<file path="src/rtl/eth_ram_hdmi_reader.sv">
// Read side of the Ethernet-to-HDMI ping-pong frame buffer: drains one full bank
// through the 1-cycle-latency RAM read port into a valid/ready pixel stream.
module eth_ram_hdmi_reader #(
    parameter int ADDR_WIDTH = 13,
    parameter int DATA_WIDTH = 16,
    parameter int BANK_WORDS = 4096
) (
    input  logic                  rd_clk,
    input  logic                  rd_rst,
    input  logic [1:0]            bank_rdy,
    output logic [1:0]            bank_rel,
    output logic [ADDR_WIDTH-1:0] rd_addr,
    input  logic [DATA_WIDTH-1:0] rd_data,
    output logic [DATA_WIDTH-1:0] m_data,
    output logic                  m_valid,
    input  logic                  m_ready,
    output logic                  m_last,
    output logic                  busy
);

    localparam int            CW       = ADDR_WIDTH - 1;
    localparam logic [CW-1:0] LAST_IDX = CW'(BANK_WORDS - 1);

    typedef enum logic [1:0] {IDLE, READ, DRAIN, RELEASE} state_t;

    state_t                state, state_nxt;
    logic                  cur_bank;
    logic [CW-1:0]         word_cnt;
    logic                  issue, start;

    // Two-stage in-flight tracker: stage 1 = address registered, stage 2 = RAM sampled.
    logic                  v1, v1_last, v2, v2_last;
    logic [1:0]            inflight;

    logic [DATA_WIDTH-1:0] fifo_data [4];
    logic [3:0]            fifo_last;
    logic [1:0]            wr_ptr, rd_ptr;
    logic [2:0]            fifo_count;
    logic                  push, pop;

    assign inflight = {1'b0, v1} + {1'b0, v2};
    assign push     = v2;
    assign m_valid  = (fifo_count != 3'd0);
    assign pop      = m_valid & m_ready;
    assign m_data   = fifo_data[rd_ptr];
    assign m_last   = fifo_last[rd_ptr];
    assign busy     = (state != IDLE);

    always_comb begin
        // NOTE: every output of this block gets a default first, so no path can infer a latch.
        state_nxt = state;
        issue     = 1'b0;
        start     = 1'b0;
        bank_rel  = 2'b00;
        case (state)
            IDLE: begin
                if (bank_rdy[cur_bank]) begin
                    start     = 1'b1;
                    state_nxt = READ;
                end
            end
            READ: begin
                // Credit covers both FIFO occupancy and words still in the RAM pipeline.
                if ((fifo_count + {1'b0, inflight}) < 3'd4) begin
                    issue = 1'b1;
                    if (word_cnt == LAST_IDX) state_nxt = DRAIN;
                end
            end
            DRAIN: begin
                if (inflight == 2'd0 && fifo_count == 3'd0) state_nxt = RELEASE;
            end
            RELEASE: begin
                bank_rel[cur_bank] = 1'b1;
                state_nxt          = IDLE;
            end
            default: state_nxt = IDLE;
        endcase
    end

    // NOTE: sequential state uses non-blocking assignments so all registers update together.
    always_ff @(posedge rd_clk) begin
        if (rd_rst) state <= IDLE;
        else        state <= state_nxt;
    end

    always_ff @(posedge rd_clk) begin
        if (rd_rst) begin
            cur_bank   <= 1'b0;
            word_cnt   <= '0;
            rd_addr    <= '0;
            v1         <= 1'b0;
            v1_last    <= 1'b0;
            v2         <= 1'b0;
            v2_last    <= 1'b0;
            wr_ptr     <= 2'd0;
            rd_ptr     <= 2'd0;
            fifo_count <= 3'd0;
            fifo_last  <= 4'd0;
            // NOTE: the 4-entry FIFO storage is reset so m_data reads 0 straight out of reset.
            for (int i = 0; i < 4; i++) fifo_data[i] <= '0;
        end else begin
            if (start) begin
                word_cnt <= '0;
            end else if (issue && word_cnt != LAST_IDX) begin
                word_cnt <= word_cnt + CW'(1);
            end
            if (issue) rd_addr <= {cur_bank, word_cnt};

            v1      <= issue;
            v1_last <= issue && (word_cnt == LAST_IDX);
            v2      <= v1;
            v2_last <= v1_last;

            if (push) begin
                fifo_data[wr_ptr] <= rd_data;
                fifo_last[wr_ptr] <= v2_last;
                wr_ptr            <= wr_ptr + 2'd1;
            end
            if (pop) rd_ptr <= rd_ptr + 2'd1;

            case ({push, pop})
                2'b10:   fifo_count <= fifo_count + 3'd1;
                2'b01:   fifo_count <= fifo_count - 3'd1;
                default: fifo_count <= fifo_count;
            endcase

            if (state == RELEASE) cur_bank <= ~cur_bank;
        end
    end

endmodule

</file>
<file path="config.mk">
export PLATFORM = sky130hd
export DESIGN_NAME = eth_ram_hdmi_reader
export DESIGN_NICKNAME = d
export VERILOG_FILES = /design/src/rtl/eth_ram_hdmi_reader.sv
export SDC_FILE = /design/constraint.sdc
export NUM_CORES = 1
export LEC_CHECK = 0
export ABC_AREA = 1
export CAP_MARGIN = 20
export CORE_MARGIN = 1
export CORE_UTILIZATION = 51
export DETAILED_ROUTE_END_ITERATION = 10
export PLACE_DENSITY = 0.73
export SLEW_MARGIN = 20
export SYNTH_ARGS = -nofsm -noshare
export SYNTH_HDL_FRONTEND = slang
export SYNTH_SLANG_ARGS = --single-unit
</file>
<file path="constraint.sdc">
create_clock -name rd_clk -period 3.5 [get_ports rd_clk]
set_input_delay 0.7 -clock rd_clk [delete_from_list [all_inputs] [get_ports rd_clk]]
set_output_delay 0.7 -clock rd_clk [all_outputs]
set_load 0.02 [all_outputs]
</file>
==> metrics.txt <==
post-synth top area cell edfxtp_1; # setup viols final 0; Detailed Route Iter0 Violations 156; Routed WL 10400 um; postcts setup bufs 0; fin util 61.7%; Synth-to-Final Area Change 16.6%; Diodes inserted 0; Clock Sinks around 110; Final Cycle Share 85.9%; multi-input logic area 1780 um^2; vias in the first global route 3796; nets 632; final setup TNS 0 ns; clk buf depth 2; Final min period roughly 3.0 ns; share of the synthesized area in the top cell type 39.1%; row count 35; largest net degree at the start of global routing 33; drc violations 0; uppermost routed layer met4; global-route wire length before repair 17600 um; slowest cell delay on critical path 0.65 ns; CTS tree yes; Reg2Reg Setup Slack 1.02 ns; Commonest cells post-synth 120 x nor2_1, 81 x nand2_1, 64 x edfxtp_1; port bufs 54; area occupied by registers approximately 2800 um^2; CTS Buf Count 9; RSZ-0062 raised after global routing false; largest cells by area after synthesis edfxtp_1 39%, dfxtp_1 18%, nor2_1 9.2%; synthesized cell area ~5000 um^2; clock skew 0.0167 ns; metal2 WL ~5200 um; Setup crit end kind output port; count leader, synth nor2_1; CP arrival 2.31 ns; Post-synth EDFFs 64; FFs w/ async S/R, synth 0%; gr usage total between 20% and 30%; total gr overflow 0; P_leak 2.21 nW; critical path type flip-flop to output port; outcome complete, no violations; VDD IR max 0.259 mV; Metal-1 WL 4570 um; Die Span X 100 um; core area just over 9000 um^2; max-capacitance violation count 0; CP cell instances inv_1 -> o21ai_0 -> o22ai_1 -> clkdlybuf4s50_1; Post-DP HPWL 7030 um; Worst Hold Class flip-flop to flip-flop; power per standard cell area 526 nW/um^2; hold buffers post-CTS 0; initial antenna violation count 0; Tightest Pin Transition ~0.65 ns; syn_area_per_cell ~9.0 um^2; die height approximately 100 um; metal3 WL 457 um; post-route ant nets 0; worst endpoint required time 2.80 ns; Detailed Routing Iterations Pass 1 5; drt via density 5.15; clock insertion delay at the later pin of the skew report 0.37 ns; htree depth 3; PostCTS Resize Cnt 0; Synthesis Warnings 0; CP max stage cell clkdlybuf4s50_1; crit path launch type flip-flop; Slew HR between 50% and 60%; Final Wtd Congestion between 0.8 and 0.9; Final Max Slew Viols 0; vias 3762; filler cell count 828; Synth Flop Type edfxtp_1; fmax around 330 MHz; register bit total from synthesis 109; register area share after synthesis 57.5%; post-synthesis instance total around 550; Initial Utilization 52.9%; share of layout cells above drive strength 1 6.16%; Synth Net Count 582; Reg clk slew, reported paths 0.10 ns; Avg WL per Cell about 14 um; clock root cell clkbuf_8; Synth cell types 30; crit-path max FO 17; Hold Vio Cnt, Final 0; io pins 55; die area 10000 um^2
## per-stage QoR
stage	total power [W]	instance area (um^2)	setup WS (ns)	instances	hold slack (ns)
4_1_cts	0.00303	5730	0.451	730	0.411
6_report	0.00301	5730	0.495	730	0.408
3_3_place_gp	0.00233	5560	0.688	714	0.394
5_1_grt	0.00318	5730	0.270	730	0.425
2_1_floorplan	0.00207	4910	0.812	546	0.388
3_5_place_dp	0.00235	5560	0.545	714	0.397
## cell usage in the layout (no fill, tap or decap), drive strengths merged, types with 14 or more instances in the layout
cell,count
nand2,85
o22ai,17
a21oi,37
inv,50
nand3,30
edfxtp,64
ha,14
dfxtp,45
nor2,124
clkdlybuf4s50,54
o21ai,42
## critical path: cells and delay by family, from the launching register on
kind | cells | cell delay, ns
AO/OA/AOI/OAI | 2 | 0.38
buffers and inverters | 2 | 1.05
flip-flops | 1 | 0.50
## state kept, by name, summed over array words and instances (netlist names), 2 cells and up, named ones only
signal	count
fifo_count	3
fifo_data	64
fifo_last	4
rd_addr	13
rd_ptr	2
state	2
word_cnt	12
wr_ptr	2
## cell families (layout without fill, tap and decap cells)
kind of cell / count (synthesis) / count (layout) / share of synthesized area [%]
simple gates: 245 / 245 / 20.6
buf+inv: 73 / 128 / 6.32
xor+xnor: 6 / 6 / 1.07
flops: 109 / 109 / 57.5
fa+ha+maj: 15 / 15 / 3.97
compound gates: 98 / 98 / 10.6
## final cells by class
type	count	share of cell area [%]
Tap cell	129	2.82
Clock inverter	4	0.437
Clock buffer	12	2.53
Inverter	50	3.28
Sequential cell	109	49.3
Timing Repair Buffer	62	10.5
Multi-Input combinational cell	364	31.1
## power breakdown
| group | switching (W) | internal, W |
|---|---|---|
| registers | 0.0000553 | 0.00145 |
| clock network | 0.000416 | 0.000279 |
| logic | 0.000514 | 0.000296 |
| total | 0.000985 | 0.00203 |
## worst paths after layout
check,startpoint,endpoint,cells past startpoint
worst max register to register,push,word_cnt[5],9
worst max-delay path,flip-flop,m_data[2],4
worst min-delay path,v1_last,v2_last,2
worst min register to register,v1_last,v2_last,2
## routing by layer
metal | track usage [%] | vias up
met5 | 0 | -
met4 | 7.13 | 0
met3 | 3.41 | 13
met2 | 39.9 | 95
met1 | 28.1 | 1754
li1 | - | 1900
Power figures use the tool's default switching activity.
